File: src/rtl/mod_mul_pkg.sv
// Shared constants for the modular multiply/accumulate block: FSM encoding and default widths.
package mod_mul_pkg;
    localparam int DEF_DATA_WIDTH = 32;
    localparam int DEF_FRAC_SHIFT = 12;

    localparam logic [2:0] ST_IDLE = 3'd0;
    localparam logic [2:0] ST_MUL  = 3'd1;
    localparam logic [2:0] ST_RED  = 3'd2;
    localparam logic [2:0] ST_FIX  = 3'd3;
    localparam logic [2:0] ST_OUT  = 3'd4;
endpackage

File: src/rtl/mod_mul_acc_if.sv
// Request/response bundle for mod_mul_acc; slave side is the block, master side the requester.
interface mod_mul_acc_if #(parameter int DATA_WIDTH = mod_mul_pkg::DEF_DATA_WIDTH);
    logic                  in_valid;
    logic                  in_ready;
    logic [DATA_WIDTH-1:0] a;
    logic [DATA_WIDTH-1:0] b;
    logic [DATA_WIDTH-1:0] q;
    logic                  mode;
    logic                  acc_clr;
    logic                  out_valid;
    logic                  out_ready;
    logic [DATA_WIDTH-1:0] result;
    logic                  err;

    modport slave (
        input  in_valid, a, b, q, mode, acc_clr, out_ready,
        output in_ready, out_valid, result, err
    );
    modport master (
        output in_valid, a, b, q, mode, acc_clr, out_ready,
        input  in_ready, out_valid, result, err
    );
endinterface

File: src/rtl/mod_reduce.sv
// Restoring shift-subtract remainder: one dividend bit per cycle, DATA_WIDTH cycles after start.
// done is high during the cycle whose closing edge produces the final remainder.
module mod_reduce #(
    parameter int DATA_WIDTH = mod_mul_pkg::DEF_DATA_WIDTH
) (
    input  logic                  clk,
    input  logic                  rst,
    input  logic                  start,
    input  logic [DATA_WIDTH-1:0] dividend,
    input  logic [DATA_WIDTH-1:0] divisor,
    output logic [DATA_WIDTH-1:0] r0,
    output logic                  done
);
    localparam int CW = $clog2(DATA_WIDTH + 1);

    logic [DATA_WIDTH-1:0] dvd;
    logic [DATA_WIDTH-1:0] dsr;
    logic [DATA_WIDTH-1:0] rem;
    logic [CW-1:0]         cnt;
    logic [DATA_WIDTH:0]   rem_sh;
    logic [DATA_WIDTH:0]   diff;

    // rem < divisor < 2^(DATA_WIDTH-1), so the shifted remainder fits in one extra bit
    always_comb begin
        rem_sh = {rem, dvd[DATA_WIDTH-1]};
        diff   = rem_sh - {1'b0, dsr};
    end

    assign done = (cnt == CW'(1));
    assign r0   = rem;

    always_ff @(posedge clk or negedge rst) begin
        if (!rst) begin
            dvd <= '0;
            dsr <= '0;
            rem <= '0;
            cnt <= '0;
        end else if (start) begin
            dvd <= dividend;
            dsr <= divisor;
            rem <= '0;
            cnt <= CW'(DATA_WIDTH);
        end else if (cnt != '0) begin
            dvd <= {dvd[DATA_WIDTH-2:0], 1'b0};
            rem <= diff[DATA_WIDTH] ? rem_sh[DATA_WIDTH-1:0] : diff[DATA_WIDTH-1:0];
            cnt <= cnt - CW'(1);
        end
    end
endmodule

File: src/rtl/mod_mul_acc.sv
// Fixed-point signed multiply, reduce mod q, optional accumulate; one transaction in flight.
// Latency DATA_WIDTH+3 edges (accept edge included), 1 edge for q <= 0; result held until out_ready.
module mod_mul_acc
    import mod_mul_pkg::*;
#(
    parameter int DATA_WIDTH = DEF_DATA_WIDTH,
    parameter int FRAC_SHIFT = DEF_FRAC_SHIFT
) (
    input  logic         clk,
    input  logic         rst,
    mod_mul_acc_if.slave bus
);
    logic [2:0]              state;
    logic [DATA_WIDTH-1:0]   a_r, b_r, q_r;
    logic                    mode_r, clr_r, m_neg;
    logic [DATA_WIDTH-1:0]   acc, q_acc;
    logic [DATA_WIDTH-1:0]   res;
    logic                    err_r;
    logic [2*DATA_WIDTH-1:0] prod;
    logic [DATA_WIDTH-1:0]   m, m_abs;
    logic [DATA_WIDTH-1:0]   r0, r_fix, base;
    logic [DATA_WIDTH:0]     sum, sum_red;
    logic                    red_done;
    logic                    q_pos;

    // Sign-extended operands make the low 2*DATA_WIDTH bits the true signed product
    always_comb begin
        prod  = {{DATA_WIDTH{a_r[DATA_WIDTH-1]}}, a_r} * {{DATA_WIDTH{b_r[DATA_WIDTH-1]}}, b_r};
        m     = prod[FRAC_SHIFT+DATA_WIDTH-1:FRAC_SHIFT];
        m_abs = m[DATA_WIDTH-1] ? (~m + 1'b1) : m;
    end

    mod_reduce #(.DATA_WIDTH(DATA_WIDTH)) u_reduce (
        .clk      (clk),
        .rst      (rst),
        .start    (state == ST_MUL),
        .dividend (m_abs),
        .divisor  (q_r),
        .r0       (r0),
        .done     (red_done)
    );

    always_comb begin
        r_fix   = (m_neg && (r0 != '0)) ? (q_r - r0) : r0;
        base    = (clr_r || (q_r != q_acc)) ? '0 : acc;
        sum     = {1'b0, base} + {1'b0, r_fix};
        sum_red = (sum >= {1'b0, q_r}) ? (sum - {1'b0, q_r}) : sum;
        q_pos   = !bus.q[DATA_WIDTH-1] && (bus.q != '0);
    end

    assign bus.in_ready  = (state == ST_IDLE);
    assign bus.out_valid = (state == ST_OUT);
    assign bus.result    = res;
    assign bus.err       = err_r;

    always_ff @(posedge clk or negedge rst) begin
        if (!rst) begin
            state  <= ST_IDLE;
            a_r    <= '0;
            b_r    <= '0;
            q_r    <= '0;
            mode_r <= 1'b0;
            clr_r  <= 1'b0;
            m_neg  <= 1'b0;
            acc    <= '0;
            q_acc  <= '0;
            res    <= '0;
            err_r  <= 1'b0;
        end else begin
            case (state)
                ST_IDLE: if (bus.in_valid) begin
                    a_r    <= bus.a;
                    b_r    <= bus.b;
                    q_r    <= bus.q;
                    mode_r <= bus.mode;
                    clr_r  <= bus.acc_clr;
                    if (q_pos) begin
                        state <= ST_MUL;
                    end else begin
                        res   <= '0;
                        err_r <= 1'b1;
                        state <= ST_OUT;
                    end
                end
                ST_MUL: begin
                    m_neg <= m[DATA_WIDTH-1];
                    state <= ST_RED;
                end
                ST_RED: if (red_done) state <= ST_FIX;
                ST_FIX: begin
                    err_r <= 1'b0;
                    if (mode_r) begin
                        acc   <= sum_red[DATA_WIDTH-1:0];
                        q_acc <= q_r;
                        res   <= sum_red[DATA_WIDTH-1:0];
                    end else begin
                        res   <= r_fix;
                    end
                    state <= ST_OUT;
                end
                ST_OUT: if (bus.out_ready) begin
                    res   <= '0;
                    err_r <= 1'b0;
                    state <= ST_IDLE;
                end
                default: state <= ST_IDLE;
            endcase
        end
    end
endmodule

File: src/flat_wrapper.sv
// flat-port wrapper written by rule: the top's interface ports become plain ports
module mod_mul_acc_flat import mod_mul_pkg::*;
#(
    parameter int DATA_WIDTH = DEF_DATA_WIDTH,
    parameter int FRAC_SHIFT = DEF_FRAC_SHIFT
)
  (clk, rst, bus_in_valid, bus_a, bus_b, bus_q, bus_mode, bus_acc_clr, bus_out_ready, bus_in_ready, bus_out_valid, bus_result, bus_err);
  mod_mul_acc_if #(.DATA_WIDTH(DATA_WIDTH)) bus_i ();
  input  logic clk;
  input  logic rst;
  input wire logic [$bits(bus_i.in_valid)-1:0] bus_in_valid;
  input wire logic [$bits(bus_i.a)-1:0] bus_a;
  input wire logic [$bits(bus_i.b)-1:0] bus_b;
  input wire logic [$bits(bus_i.q)-1:0] bus_q;
  input wire logic [$bits(bus_i.mode)-1:0] bus_mode;
  input wire logic [$bits(bus_i.acc_clr)-1:0] bus_acc_clr;
  input wire logic [$bits(bus_i.out_ready)-1:0] bus_out_ready;
  output wire logic [$bits(bus_i.in_ready)-1:0] bus_in_ready;
  output wire logic [$bits(bus_i.out_valid)-1:0] bus_out_valid;
  output wire logic [$bits(bus_i.result)-1:0] bus_result;
  output wire logic [$bits(bus_i.err)-1:0] bus_err;
  assign bus_i.in_valid = bus_in_valid;
  assign bus_i.a = bus_a;
  assign bus_i.b = bus_b;
  assign bus_i.q = bus_q;
  assign bus_i.mode = bus_mode;
  assign bus_i.acc_clr = bus_acc_clr;
  assign bus_i.out_ready = bus_out_ready;
  assign bus_in_ready = bus_i.in_ready;
  assign bus_out_valid = bus_i.out_valid;
  assign bus_result = bus_i.result;
  assign bus_err = bus_i.err;
  mod_mul_acc #(.DATA_WIDTH(DATA_WIDTH), .FRAC_SHIFT(FRAC_SHIFT)) u_core (.clk(clk), .rst(rst), .bus(bus_i));
endmodule
File: config.mk
export PLATFORM = sky130hd
export DESIGN_NAME = mod_mul_acc_flat
export DESIGN_NICKNAME = d
export VERILOG_FILES = /design/src/rtl/mod_mul_pkg.sv /design/src/rtl/mod_mul_acc_if.sv /design/src/rtl/mod_reduce.sv /design/src/rtl/mod_mul_acc.sv /design/src/flat_wrapper.sv
export SDC_FILE = /design/constraint.sdc
export NUM_CORES = 2
export LEC_CHECK = 0
export CELL_PAD_IN_SITES_DETAIL_PLACEMENT = 1
export CELL_PAD_IN_SITES_GLOBAL_PLACEMENT = 1
export CORE_ASPECT_RATIO = 0.8
export CORE_MARGIN = 8
export CORE_UTILIZATION = 35
export DETAILED_ROUTE_END_ITERATION = 7
export GPL_TIMING_DRIVEN = 0
export PLACE_DENSITY = 0.61
export SLEW_MARGIN = 15
export SYNTH_ARGS = -nofsm -noshare
export SYNTH_HDL_FRONTEND = slang
export SYNTH_HIERARCHICAL = 1
export SYNTH_SLANG_ARGS = --single-unit
File: constraint.sdc
create_clock -name clk -period 14.2 [get_ports clk]
set_input_delay 2.84 -clock clk [delete_from_list [all_inputs] [get_ports clk]]
set_output_delay 2.84 -clock clk [all_outputs]
set_load 0.05 [all_outputs]
# Yosys cells after proc, flatten, opt, wreduce, memory -nomap -nowiden
# Index checks and enable logic that the tools add are counted.
totals:
  inputBits: 102
  reg_bits: 301
  elab_cells: 73
  out_inout_bits: 35
classes:
  addsub: 6
  mux: 25
  n_lt_le_gt_ge: 1
  eq_ne: 10
  n_mul: 1
  bitwise: 1
  reduce_logical: 14
op_table:
  columns: ["cell", "count"]
  rows:
  - ["$mux W32", 13]
  - ["$pmux W32 S3", 1]
  - ["$reduce_bool A32 Y1", 2]
  - ["$sub A32 B32 Y32", 2]
  - ["$mul A32 B32 Y44", 1]
  - ["$add A32 B32 Y33", 1]
  - ["$ge A33 B32 Y1", 1]
  - ["$sub A33 B32 Y33", 1]
  - ["$add A32 B1 Y32 const B", 1]
  - ["$ne A32 B32 Y1", 1]
  - ["$not A32 Y32", 1]
  - ["$pmux W3 S5", 1]
  - ["$mux W3", 4]
  - ["$mux W6", 2]
  - ["$eq A3 B2 Y1 const B", 2]
  - ["$eq A6 B1 Y1 const B", 1]
  - ["$ne A2 B2 Y1 const B", 3]
  - ["$reduce_bool A6 Y1", 1]
  - ["$sub A6 B1 Y6 const B", 1]
  - ["$reduce_and A2 Y1", 2]
  - ["$reduce_and A4 Y1", 1]
  - ["$eq A3 B1 Y1 const B", 1]
  - ["$eq A3 B3 Y1 const B", 1]
  - ["$logic_not A3 Y1", 1]
  - ["other kinds (9)", 12]

# Logic depth before layout (Yosys ltp)
depth:
  ltp_word: 8
  ltp_mapped: 38
  depth_no_buf: 37

# Modules after synthesis
# The synthesis kept the hierarchy.
modules_own_cells:
  columns: ["module", "n_inst", "cells_each", "area_each_um2", "seq_area_each_um2"]
  rows:
  - ["mod_mul_acc", 1, 4554, 40869.2, 4979.8]
  - ["mod_reduce", 1, 731, 6344.8, 2552.4]

# Worst setup path before layout
# Ideal clock, no wire load.
synth_path:
  kind: "register to register"
  startpoint: "register u_core.a_r[16]"
  endpoint: "register u_core.u_reduce.dvd[30]"
  stages_incl_launch_ff: 30
  slack_ns: 5.777
  period_less_slack_ns: 8.423
  path_buffers: 3
  t_arrival_ns: 8.341
  setup_ns: 0.083
  t_required_ns: 14.117
  path_cell_list: "dfrtp_1 clkbuf_1 clkbuf_1 and2_1 fa_1 fa_1 inv_1 fa_1 fa_1 inv_1 fa_1 inv_1 fa_1 inv_1 fa_1 fa_1 ha_1 clkbuf_1 a21oi_1 o21ai_1 a211o_1 or3_1 a2111o_1 nor4_4 nand4b_2 or4_4 o41ai_2 xnor2_1 nand2_1 o21ai_0"
synth_via:
  elab_chain_cells: 5
synth_rtl:
  columns: ["item", "line_no", "rtl"]
  rows:
  - ["start: declaration", "mod_mul_acc.sv:14", "logic [DATA_WIDTH-1:0] a_r, b_r, q_r;"]
  - ["start signal: assignment", "mod_mul_acc.sv:72", "a_r <= bus.a;"]
  - ["$mul A32 B32 Y44 *", "mod_mul_acc.sv:28", "prod = {{DATA_WIDTH{a_r[DATA_WIDTH-1]}}, a_r} * {{DATA_WIDTH{b_r[DATA_WIDTH-1]}}, b_r};"]
  - ["$not A32 Y32", "mod_mul_acc.sv:30", "m_abs = m[DATA_WIDTH-1] ? (~m + 1'b1) : m;"]
  - ["$add A32 B1 Y32", "mod_mul_acc.sv:30", null]
  - ["$mux W32 *", "mod_mul_acc.sv:30", null]
  - ["via u_core.m_abs[30]", "mod_mul_acc.sv:20", "logic [DATA_WIDTH-1:0] m, m_abs;"]
  - ["$mux W32 *", "mod_reduce.sv:38", "end else if (start) begin"]
  - ["end signal: assignment", "mod_reduce.sv:39", "dvd <= dividend;"]
  - ["end signal: assignment", "mod_reduce.sv:44", "dvd <= {dvd[DATA_WIDTH-2:0], 1'b0};"]
  - ["end: declaration", "mod_reduce.sv:16", "logic [DATA_WIDTH-1:0] dvd;"]
# Mark *: on every way through the listed nets, which the timed path passes. The rest lies on a longest branch.
# A chain may end at the register's enable or synchronous reset.

# Final worst setup path
layout_path:
  startpoint: "register u_core.a_r[16]"
  endpoint: "register u_core.u_reduce.dvd[28]"
# The elaborated chain is that of the path after synthesis.

==> results.toml <==
[run_status]
status = "finished clean"

[synthesis]
synth_edf_count = 0
synth_cells = 5285
yosysTopAreaCell = "fa_1"
async_reset_ff_share_pct = 100.0
ys_ff_latch = 301
ys_top_cells_by_count = "inv_1, fa_1, nand2_1"
synth.avg_cell_area_um2 = 8.934
yosysMostFrequentCell = "inv_1"
ys_seq_area_share_pct = 15.95
synth_area_um2 = 47210
synth.top_cell.area_share_pct = 31.76
syn_nets = 6425
synth.distinct_cells = 91
synth.area.top_cells = "fa_1, dfrtp_1, ha_1"
ys_warn_count = 6
synth_ff_type = "dfrtp_1"

[global_route]
grt_pass1_vias = 40361
grt_pass1_wl_mm = 276.9
overflow = 0
grt_use_total_pct = 25.46
grt_max_degree = 89
antenna_found_initial = 17

[cts]
tritoncts = "yes"
post_cts_buffers = 0
clk_pin_slew_ns = 0.06
clkLatencyLatePin_ns = 0.63
numCtsBuffers = 41
clockBufferDepth = 3
cts-root-buf = "clkbuf_16"
hold_buffers = 0
h-tree-depth = 2
cts_resized = 0
cts.sinks = 301

[detailed_routing]
vias = 38891
antenna_left = 0
drcViolationCount = 0
dr.pass1.iters = 5
routed_wirelength_mm = 187.7
routedWlPerCell_um = 25.80
via_per_inst = 5.346
drt_iter0_markers = 3161

[worst_hold_path]
min_path_type = "reg -> reg"
min_to = "u_core/acc[26]"
worstHoldStart = "u_core/acc[26]"
hold_depth = 2

[critical_path]
crit_top_cell = "fa_1"
crit_start = "u_core/a_r[16]"
reg2reg_to = "u_core/u_reduce/dvd[28]"
crit_buf_inv = 9
crit_arrival_ns = 12.64
start_kind = "flip-flop"
cpLargestDelayFamily = "adder cells"
r2r-start = "u_core/a_r[16]"
slowest_delay_ns = 0.97
required_ns = 14.66
end_kind = "flip-flop"
reg2reg_depth = 33
cp_slowest_cell = "clkbuf_1"
crit_fanout = 10
ff2ff_setup_slack_ns = 2.02
worst-setup-path-type = "reg -> reg"

[floorplan]
coreArea_um2 = 133900
chipHeight_um = 344.5
dieArea_um2 = 147000
io_pins = 137
start_util_pct = 35.25
dieWidth_um = 426.6
rows = 120

[sta]
fmax_ghz = 0.08212
finalSetupViolations = 0
rsz0062_at_grt = "no"
fin_skew_ns = 0.02995
worst_pin_slew_ns = 1.429
hold_viol_final = 0
finalMaxSlewViolations = 0
maxSlewHeadroom_pct = 3.749
fin_crit_sh_pct = 85.76
min_period_ns = 12.18

[layout]
drive_above_1_share_pct = 3.529
layoutNonFillerInstCount = 7275
final-seq-area_um2 = 7532
finalNetCount = 6607
multi_input_area_um2 = 35360
fillerInstances = 15671
syn_to_final_growth_pct = 10.85

[run]
cap_violations = 0

[place]
gp_congestion = 0.9729
place_inst = 7193
portBuffers = 136
hpwl_mm = 157.4
cell usage in the layout, fill, tap and decap left out, types with 143 or more instances in the layout:
master    Yosys  routed
a21oi_1     181     180
and2_1      524     524
clkbuf_1    250     251
dfrtp_1     301     301
fa_1        749     749
ha_1        289     289
inv_1       873     873
nand2_1     655     655
nor2_1      143     143
o21ai_0     302     296
xnor2_1     152     152
state kept, by name, indices dropped and copies added (netlist names):
register	flops
u_core/m_neg	1
u_core/a_r	32
u_core/q_acc	32
u_core/clr_r	1
u_core/b_r	32
u_core/u_reduce/cnt	6
u_core/u_reduce/dvd	32
u_core/mode_r	1
u_core/bus.result	32
u_core/q_r	32
u_core/u_reduce/r0	32
u_core/bus.err	1
u_core/state	3
u_core/acc	32
u_core/u_reduce/dsr	32
how the worst max path moves through the flow:
stage	cells after the start	endpoint
finish	33	u_core/u_reduce/dvd[28]
global placement	1	u_core/b_r[9]
CTS	33	u_core/u_reduce/dvd[28]
floorplan	29	u_core/u_reduce/dvd[30]
detailed placement	33	u_core/u_reduce/dvd[28]
global route	33	u_core/u_reduce/dvd[28]
metal layers:
metal | part of all wire, % | global-route usage (%) | up-vias
met1 | 49 | 38.97 | 20457
met2 | 40 | 35.29 | 1221
li1 | - | - | 17037
met4 | 2.0 | 4.991 | 0
met3 | 9.4 | 7.463 | 176
met5 | 0 | 0 | -
tightest hold or removal path, cell delays in order, from the launching register on:
cell     delay (ns)
dfrtp_1        0.33
nand2_1        0.04
o21ai_0        0.06
cells by family after synthesis:
group	share of synthesized area, %
compound gates	10.95
xor+xnor	4.449
fa+ha+maj	39.42
buf+inv	9.164
flops	15.95
mux	3.124
simple gates	16.94
through the flow:
step / TNS (ns) / area [µm²] / setup WS [ns] / util (%) / hold WS, ns
after floorplan: 0 / 47210 / 5.777 / - / 0.4406
after global placement: -1394.04 / 50790 / -4.730 / 37.92 / 0.4527
after detailed placement: 0 / 50880 / 2.304 / 37.99 / 0.4617
after CTS: 0 / 52310 / 2.287 / 39.06 / 0.4752
after global routing: 0 / 52310 / 1.764 / 39.06 / 0.4851
final: 0 / 52340 / 2.022 / 39.08 / 0.4725
area by class of cell:
cell class / count / area share, %
clock buffers: 56 / 2.243
repair buffers: 139 / 2.768
multi-input cells: 3838 / 67.56
plain buffers: 273 / 2.020
inverters: 873 / 6.261
clock inverters: 17 / 0.4805
flip-flops and latches: 301 / 14.39
diodes: 9 / 0.04303
well taps: 1769 / 4.229
Power is left out: the tool's default activity adds up to more than one toggle a clock period on the data nets, which glitch-free logic cannot reach.
